[config.mk]
export PLATFORM = sky130hd
export DESIGN_NAME = jtkicker_irqctl
export DESIGN_NICKNAME = d
export VERILOG_FILES = /design/src/rtl/jtkicker_irqctl.sv
export SDC_FILE = /design/constraint.sdc
export NUM_CORES = 1
export LEC_CHECK = 0
export CORE_ASPECT_RATIO = 1.1
export CORE_MARGIN = 3
export CORE_UTILIZATION = 30
export CTS_CLUSTER_DIAMETER = 150
export CTS_CLUSTER_SIZE = 25
export DETAILED_ROUTE_END_ITERATION = 10
export SETUP_SLACK_MARGIN = 0.02
export SYNTH_ARGS = -nofsm -noshare
export SYNTH_HDL_FRONTEND = slang
export SYNTH_SLANG_ARGS = --single-unit
[constraint.sdc]
create_clock -name clk -period 3.02 [get_ports clk]
set_input_delay 0.604 -clock clk [delete_from_list [all_inputs] [get_ports clk]]
set_output_delay 0.604 -clock clk [all_outputs]
set_load 0.005 [all_outputs]
[src/rtl/jtkicker_irqctl.sv]
// Interrupt controller with per-channel edge triggers, event dividers and an
// optional frame watchdog.
module jtkicker_irqctl #(
  parameter int CH    = 2,
  parameter int DIVW  = 4,
  parameter int WDW   = 4,
  parameter int WDLEN = 8,
  parameter int WDEN  = 1
) (
  input  logic          clk,
  input  logic          rstn,
  input  logic          cen,
  input  logic [CH-1:0] trig,
  input  logic          en_we,
  input  logic          ack_we,
  input  logic          div_we,
  input  logic [1:0]    div_sel,
  input  logic [7:0]    din,
  input  logic          wdog_kick,
  input  logic          vb,
  output logic [CH-1:0] irq_n,
  output logic [CH-1:0] pend,
  output logic          wdog_rst
);

  logic [CH-1:0]   trig_q;
  logic [CH-1:0]   trig_e;
  logic            vb_q;
  logic            vb_e;
  logic [CH-1:0]   en;
  logic [CH-1:0]   pend_r;
  logic [DIVW-1:0] div [CH];
  logic [DIVW-1:0] cnt [CH];
  logic            en_wr;
  logic            ack_wr;
  logic            div_wr;
  logic            unused_bits;

  assign en_wr  = cen & en_we;
  assign ack_wr = cen & ack_we;
  assign div_wr = cen & div_we;

  // Copies reset high so inputs already high at release give no edge
  always_ff @(posedge clk or negedge rstn) begin
    if (!rstn) begin
      trig_q <= '1;
      vb_q   <= 1'b1;
    end else begin
      trig_q <= trig;
      vb_q   <= vb;
    end
  end

  assign trig_e = trig & ~trig_q;
  assign vb_e   = vb & ~vb_q;

  // Edge qualification uses the pre-write en; a disable write overrides everything
  always_ff @(posedge clk or negedge rstn) begin
    if (!rstn) begin
      en     <= '0;
      pend_r <= '0;
      for (int unsigned i = 0; i < CH; i++) begin
        div[i] <= '0;
        cnt[i] <= '0;
      end
    end else begin
      if (en_wr) en <= din[CH-1:0];
      for (int unsigned i = 0; i < CH; i++) begin
        if (div_wr && div_sel == 2'(i)) div[i] <= din[DIVW-1:0];
        if (!en[i] || (en_wr && !din[i])) begin
          pend_r[i] <= 1'b0;
          cnt[i]    <= '0;
        end else begin
          if (trig_e[i] && cnt[i] == div[i]) pend_r[i] <= 1'b1;
          else if (ack_wr && din[i])          pend_r[i] <= 1'b0;
          if (div_wr && div_sel == 2'(i)) cnt[i] <= '0;
          else if (trig_e[i])             cnt[i] <= (cnt[i] == div[i]) ? '0 : cnt[i] + DIVW'(1);
        end
      end
    end
  end

  assign pend  = pend_r;
  assign irq_n = ~pend_r;

  generate
    if (WDEN != 0) begin : g_wd
      logic [WDW-1:0] wd;
      logic           wd_pulse;

      always_ff @(posedge clk or negedge rstn) begin
        if (!rstn) begin
          wd       <= '0;
          wd_pulse <= 1'b0;
        end else begin
          wd_pulse <= 1'b0;
          if (cen && wdog_kick) begin
            wd <= '0;
          end else if (vb_e) begin
            if (wd + WDW'(1) == WDW'(WDLEN)) begin
              wd       <= '0;
              wd_pulse <= 1'b1;
            end else begin
              wd <= wd + WDW'(1);
            end
          end
        end
      end

      assign wdog_rst = wd_pulse;
    end else begin : g_nowd
      assign wdog_rst = 1'b0;
    end
  endgenerate

  assign unused_bits = ^{din, vb_e, wdog_kick};

endmodule

# After elaboration in Yosys (flattened, before gate mapping)
# Cells that the tools add are included.
# word_totals
out_inout_bits	5
regBits	28
# op_classes
n_mux	20
add_sub_neg	3
eq_ne	4
n_bitwise	8
n_reduce_logical	21
# ops
operator	count
two-way mux 4 bit	11
adder 4 x 1 -> 4 bit, second input constant	3
nonzero test 3 bit	4
logical AND 1 bit	9
two-way mux 1 bit	9
== test 4 bit	2
AND 1 bit	4
== test 4 bit, second input constant	1
zero test 1 bit	4
inverter 2 bit	2
AND 2 bit	1
== test 2 x 1 -> 1 bit, second input constant	1
zero test 2 bit	1
logical OR 1 bit	2
nonzero test 2 bit	1
inverter 1 bit	1

# Logic depth before layout (Yosys ltp)
# Gate-level depths: netlist (run 1).
# depth
word_depth	5
mapped_depth	5
mapped_depth_nobuf	4

# Worst setup path after synthesis (run 1)
# No wires, ideal clock.
# synth_timing
path_kind	in2reg
start	input port cen
end	register cnt[7] (netlist bit)
slack_ns	1.577
stages	5
t_required_ns	2.926
arrival_ns	1.349
setup_time_ns	0.094
n_path_buf	1
cell_sequence	buf_6 -> nand2_4 -> nor3_4 -> or2_4 -> nor4b_4
# synth_via
elab_chain_cells	4
word_cells_on_any_way	8
classes_between	2 x mux; 2 x bitwise; 4 x reduce/logical
# synth_rtl
item	line_no	source
start, declared	12	input logic cen,
AND 1 bit (on tied branches)	41, 39	
logical AND 1 bit (on tied branches)	76, 70	
two-way mux 4 bit or logical OR 1 bit (tied branches)	76, 70	
two-way mux 4 bit or nonzero test 3 bit (tied branches)	n/a	
end signal, assigned by index	77	else if (trig_e[i]) cnt[i] <= (cnt[i] == div[i]) ? '0 : cnt[i] + DIVW'(1);
end, declared	33	logic [DIVW-1:0] cnt [CH];
# Several ways; a longest one is shown, not always the timed one.
# A chain may end at the register's enable or synchronous reset.

# Worst setup path in the final report (run 1)
# layout_timing
start	input port cen
end	register cnt[3] (netlist bit)
# Same word-level chain as after synthesis.

==> results of run 1 <==
## cell families (layout without fill, tap and decap cells)
group	Yosys count	count (layout)	share of synthesized area, %
XOR/XNOR	9	9	5.57
AND/OR/NAND/NOR	46	46	21.8
AO/OA/AOI/OAI	22	22	10.2
buffers and inverters	3	27	1.33
flip-flops	28	28	49.7
multiplexers	11	11	8.66
adder cells (fa/ha/maj)	3	3	2.65
## power groups by stage
stage	logic, W	registers [W]	clock network, W
4_1_cts	0.000165	0.000452	0.000308
2_1_floorplan	0.000108	0.000450	0
3_3_place_gp	0.000157	0.000457	0
3_5_place_dp	0.000164	0.000459	0
5_1_grt	0.000180	0.000458	0.000320
6_report	0.000162	0.000451	0.000296
## sequential cells by signal (all words and copies together), names as in the netlist
name and cells:
cnt 8, div 8, g_wd.wd 4, en 2, pend 2, trig_q 2
vb_q 1, wdog_rst 1
## layout by cell type, fill, tap and decap left out, drive strengths merged, types with 4 or more instances in the layout
master and n:
nor2 6, clkdlybuf4s50 20, nand2 15, nand4 4, a31oi 4, mux2 10, dfrtp 25, a21oi 10
xnor2 8
## layer usage
metal,vias up,part of all wire (%),global-route usage (%)
met5,-,0,0
met4,0,1.1,3.20
li1,493,-,-
met1,516,47,13.2
met2,19,47,17.3
met3,5,4.3,2.30
## final cells by class
type	count	area [um2]
fillers	420	2660
clock inverters	1	30.0
repair buffers	21	208
inverters	2	7.51
well taps	54	67.6
multi-input cells	91	693
clock buffers	3	41.3
flip-flops and latches	28	704
## worst max path at each step
stage,from,to,cells after the start
2_1_floorplan,cen,cnt[7],5
3_3_place_gp,cen,cnt[3],4
3_5_place_dp,cen,div[7],4
4_1_cts,cen,cnt[3],4
5_1_grt,cen,cnt[3],4
6_report,cen,cnt[3],4
## per-stage QoR
stage                     hold WS, ps  utilization, %  setup slack [ps]  area [um2]
after floorplan                   308               -              1580        1420
after global placement            509            38.1               790        1680
after detailed placement          520            38.1               782        1680
after CTS                         545            39.7              1030        1750
after global routing              553            39.7               957        1750
final                             536            39.7              1050        1750
==> metrics.md, run 1 <==
| Metric | Value |
|---|---|
| GRT overflow | 0 |
| Register area share after synthesis | 49.7% |
| Largest net degree at the start of global routing | 29 |
| Post-cts gate resize count | 0 |
| Max-cap violations | 0 |
| Nets | 170 |
| PwrDens | 519 nW/um2 |
| Worst-Margin Slew | 514 ps |
| I/O Pins | 25 |
| Fin. Hold Viols | 0 |
| RSZ-0062 raised after global routing | no |
| Max_slew headroom | 65.6% |
| P_sw | 0.000226 W |
| FFs w/ async S/R, synth | 100% |
| Arrival @ worst endpoint | 2150 ps |
| Skew-Pair Late Insertion Delay | 270 ps |
| Worst IR drop on VDD | 0.219 mV |
| Outcome | complete, no violations |
| Vias in the first global route | 1037 |
| Clock sink count | 28 |
| Starting DRC count in detailed routing | 32 |
| Die Y | 78.1 um |
| Tot Pwr | 0.000909 W |
| Initial DRT Pass Iterations | 4 |
| P&R area growth vs syn | 23.7% |
| RD Place Congestion | 0.710 |
| Htree depth | 1 |
| Crit-path cells | clkdlybuf4s50_1 > nand4b_2 > o211ai_1 > nor4_2 |
| Top delay family on crit path | buffers and inverters |
| Antenna violations before repair | 0 |
| Tcrit/Tclk final | 65.3% |
| Combinational Power Share | 17.8% |
| Synthesized instance count | 122 |
| CP max-delay cell | clkdlybuf4s50_1 |
| Setup TNS | 0 ps |
| Remaining DRCs | 0 |
| HP Class | reg2reg |
| Die footprint | 5580 um2 |
| Critical R2R Capture | cnt[7] |
| Design internal power | 0.000683 W |
| Synth area leader | dfrtp_1 |
| Post-synth top cells | dfrtp_1 (25), nand2_1 (13), a21oi_1 (10), mux2_2 (10), xnor2_1 (8) |
| WHS Endpoint | div[4] |
| Core Region | 4410 um2 |
| Worst Path Required | 3200 ps |
| Ys flop type | dfrtp_1 |
| First-pass GRT wire length | 4.69 mm |
| Antenna diodes | 0 |
| Synth area leaders | dfrtp_1 (44%), mux2_2 (8.0%), dfstp_2 (5.6%) |
| R2R cell count | 4 |
| FF-to-FF setup slack | 1640 ps |
| Cells on Worst Hold Path | 1 |
| Seq pwr share | 49.6% |
| #FFs+latches synth | 28 |
| Most common cell in the netlist | dfrtp_1 |
| Root buf cell | clkbuf_8 |
| Layout Cells excl Fill | 200 |
| Setup Fix Bufs, Post-CTS | 0 |
| PortBufs | 20 |
| Mean area per synthesized cell | 11.6 um2 |
| Vias | 1033 |
| Rows | 25 |
| Die width | 71.5 um |
| TritonCTS clock tree | done |
| Average wire per standard cell | 13.7 um |
| Sw frac | 24.8% |
| Max Freq | 0.507 GHz |
| Crit-path max FO | 10 |
| Post-route minimum period | 1970 ps |
| Layout cells sized above 1 | 19.9% |
| Reg-to-reg critical path startpoint | cnt[4] |
| Top cell type's share of synthesized area | 44.2% |
| Gr usage total | 10.3% |
| Startpoint class of the critical path | input pin |
| Crit path buffers/inverters | 1 |
| YS warnings | 0 |
| Yosys cell types | 37 |
| Initial core utilization | 32.1% |
| Synthesized cell area | 1420 um2 |
| Leakage power | 0.697 nW |
| CTS Buf Count | 3 |
| Via density | 5.17 |
| Crit path kind | in2reg |
| Setup violators final | 0 |
| Max incr delay on CP | 670 ps |
| Hpwl dp | 2.06 mm |
| Clk pwr share | 32.5% |
| Number of enable flip-flop cells after synthesis | 0 |
| Max clock buf depth | 2 |
| Cells after DPL | 196 |
| DRT antenna net count | 0 |
| Worst setup EP type | flop |
| Detailed Route WL | 2.73 mm |
| Final Max Tran Viols | 0 |
| Worst Skew | 4.01 ps |
| CTS clk-pin slew, worst paths | 100 ps |
| Hold wc startpoint | div[4] |
| CTS Hold Bufs | 0 |
| Synthesized Nets | 145 |
No activity file was read; power rests on OpenSTA's default activity.
==> run 2: changes to the inputs <==
==> constraint.sdc (replaced) <==
create_clock -name clk -period 1.9 [get_ports clk]
set_input_delay 0.38 -clock clk [delete_from_list [all_inputs] [get_ports clk]]
set_output_delay 0.38 -clock clk [all_outputs]
set_load 0.005 [all_outputs]
==> run 2 against run 1 <==
Wire length fell by 1.1%. Die area did not move. Clock power rose by 60%. Flip-flop and latch count did not move. Largest cell class unchanged. Sequential power rose by 59%. Non-clock buffer count rose by 2. Utilization rose by 0.34 points. Combinational power rose by 60%.
==> metrics.md, run 2 (synthesis results as in run 1) <==
| Metric | Value |
|---|---|
| Max Freq | 0.618 GHz |
| Setup violators final | 0 (unchanged) |
| PwrDens | 821 nW/um2 (+58%) |
| Die width | 71.5 um (unchanged) |
| GRT overflow | 0 (unchanged) |
| Detailed Route WL | 2.70 mm (-1.1%) |
| Max_slew headroom | 72.6% (+6.9 points) |
| Antenna violations before repair | 0 (unchanged) |
| Remaining DRCs | 0 (unchanged) |
| I/O Pins | 25 (unchanged) |
| PortBufs | 20 (unchanged) |
| Post-route minimum period | 1620 ps |
| Footprint of the multi-input gates | 693 um2 (unchanged) |
| Initial DRT Pass Iterations | 4 (unchanged) |
| Gr usage total | 10.4% (+0.066 points) |
| Initial core utilization | 32.1% (unchanged) |
| Outcome | complete, no violations |
| DRT antenna net count | 0 (unchanged) |
| Die Y | 78.1 um (unchanged) |
| Crit path kind | reg2out |
| Final Max Tran Viols | 0 (unchanged) |
| Nets | 172 (+1.2%) |
| RSZ-0062 raised after global routing | no |
| Vias | 1026 (-0.68%) |
| Vias in the first global route | 1086 (+4.7%) |
| Root buf cell | clkbuf_8 |
| Finished Cell Area | 1770 um2 (+0.86%) |
| Largest net degree at the start of global routing | 29 (unchanged) |
| Crit-path max FO | 2 (-8) |
| Leakage power | 0.707 nW (+1.4%) |
| Rows | 25 (unchanged) |
| Fin. Hold Viols | 0 (unchanged) |
| Sequential cell area | 704 um2 (unchanged) |
| Hpwl dp | 2.02 mm (-1.6%) |
| Most common cell after layout, fill and taps aside | dfrtp_1 |
| Htree depth | 1 (unchanged) |
| P&R area growth vs syn | 24.7% |
| TritonCTS clock tree | done |
| CTS clk-pin slew, worst paths | 100 ps (about the same) |
| Worst-Margin Slew | 409 ps (-104 ps) |
| Arrival @ worst endpoint | 1240 ps (-910 ps) |
| Startpoint class of the critical path | flop |
| HP Class | in2async |
| Worst setup EP type | primary output |
| Antenna diodes | 0 (unchanged) |
| Via density | 5.08 (-1.7%) |
| Skew-Pair Late Insertion Delay | 280 ps (about the same) |
| First-pass GRT wire length | 4.73 mm (+0.88%) |
| Post-cts gate resize count | 0 (unchanged) |
| Die footprint | 5580 um2 (unchanged) |
| Setup TNS | 0 ps (unchanged) |
| Area after DPL | 1700 um2 (+0.89%) |
| Fill cells | 409 (-2.6%) |
| CTS Hold Bufs | 0 (unchanged) |
| Layout cells sized above 1 | 20.9% (+1.1 points) |
| Worst Path Required | 1520 ps (-1680 ps) |
| RD Place Congestion | 0.721 (+1.6%) |
| Max clock buf depth | 2 (unchanged) |
| Tcrit/Tclk final | 85.1% |
| CTS Buf Count | 3 (unchanged) |
| Clock sink count | 28 (unchanged) |
| Max-cap violations | 0 (unchanged) |
| Setup Fix Bufs, Post-CTS | 0 (unchanged) |
| Most frequent cells in the layout | dfrtp_1 (25), clkdlybuf4s50_1 (20), nand2_1 (13) |
| Core Region | 4410 um2 (unchanged) |
| Average wire per standard cell | 13.4 um (-2.1%) |
| Largest regs | cnt: 8 flops, div: 8 flops, g_wd.wd: 4 flops |
| Worst IR drop on VDD | 0.332 mV (+51%) |
| Starting DRC count in detailed routing | 34 (+6.3%) |
| Worst Skew | 5.63 ps (+1.61 ps) |
==> run 2: layer usage <==
layer	track usage, %	routed length [um]	up-vias
met3	1.92	131	3
li1	-	-	495
met1	13.6	1300	500
met4	3.95	40	0
met2	16.9	1230	28
met5	0	0	-
==> run 2: worst paths after layout <==
path	from	to	slack, ps	depth (start not counted)
worst max-delay path	pend[1]	irq_n[1]	280	2
worst min-delay path	rstn	g_wd.wd[0]	480	2
worst max register to register	cnt[4]	cnt[7]	490	4
worst min register to register	en[0]	pend[0]	540	2
max in group asynchronous	rstn	trig_q[1]	1110	2
min in group clk	en[0]	pend[0]	540	2
==> run 2: metrics by stage <==
stage | hold WS [ps] | util, % | total power (W) | worst slack (ps) | instances
final | 481 | 40.1 | 0.00145 | 283 | 202
after global routing | 510 | 40.1 | 0.00153 | 220 | 202
after CTS | 491 | 40.1 | 0.00148 | 265 | 202
after detailed placement | 519 | 38.4 | 0.000991 | 44.5 | 198
after global placement | 513 | 38.4 | 0.000980 | 77.5 | 198
after floorplan | 84.4 | - | 0.000888 | 657 | 122
==> run 2: report_power, final <==
group / internal (W) / total (W) / switching, W
sequential: 0.000663 / 0.000716 / 0.0000531
combinational: 0.000143 / 0.000260 / 0.000117
clock: 0.000283 / 0.000474 / 0.000191
==> run 2: area by class of cell <==
cell class                      count  share of cell area, %
Timing Repair Buffer               23                   12.6
Clock buffer                        3                   2.34
Multi-Input combinational cell     91                   39.2
Sequential cell                    28                   39.9
Tap cell                           54                   3.82
Clock inverter                      1                   1.70
Inverter                            2                  0.425
==> run 2: critical path, cell delays in order, from the launching register on <==
cell and delay [ps]:
dfrtp_1 380, inv_1 80, clkdlybuf4s50_1 500
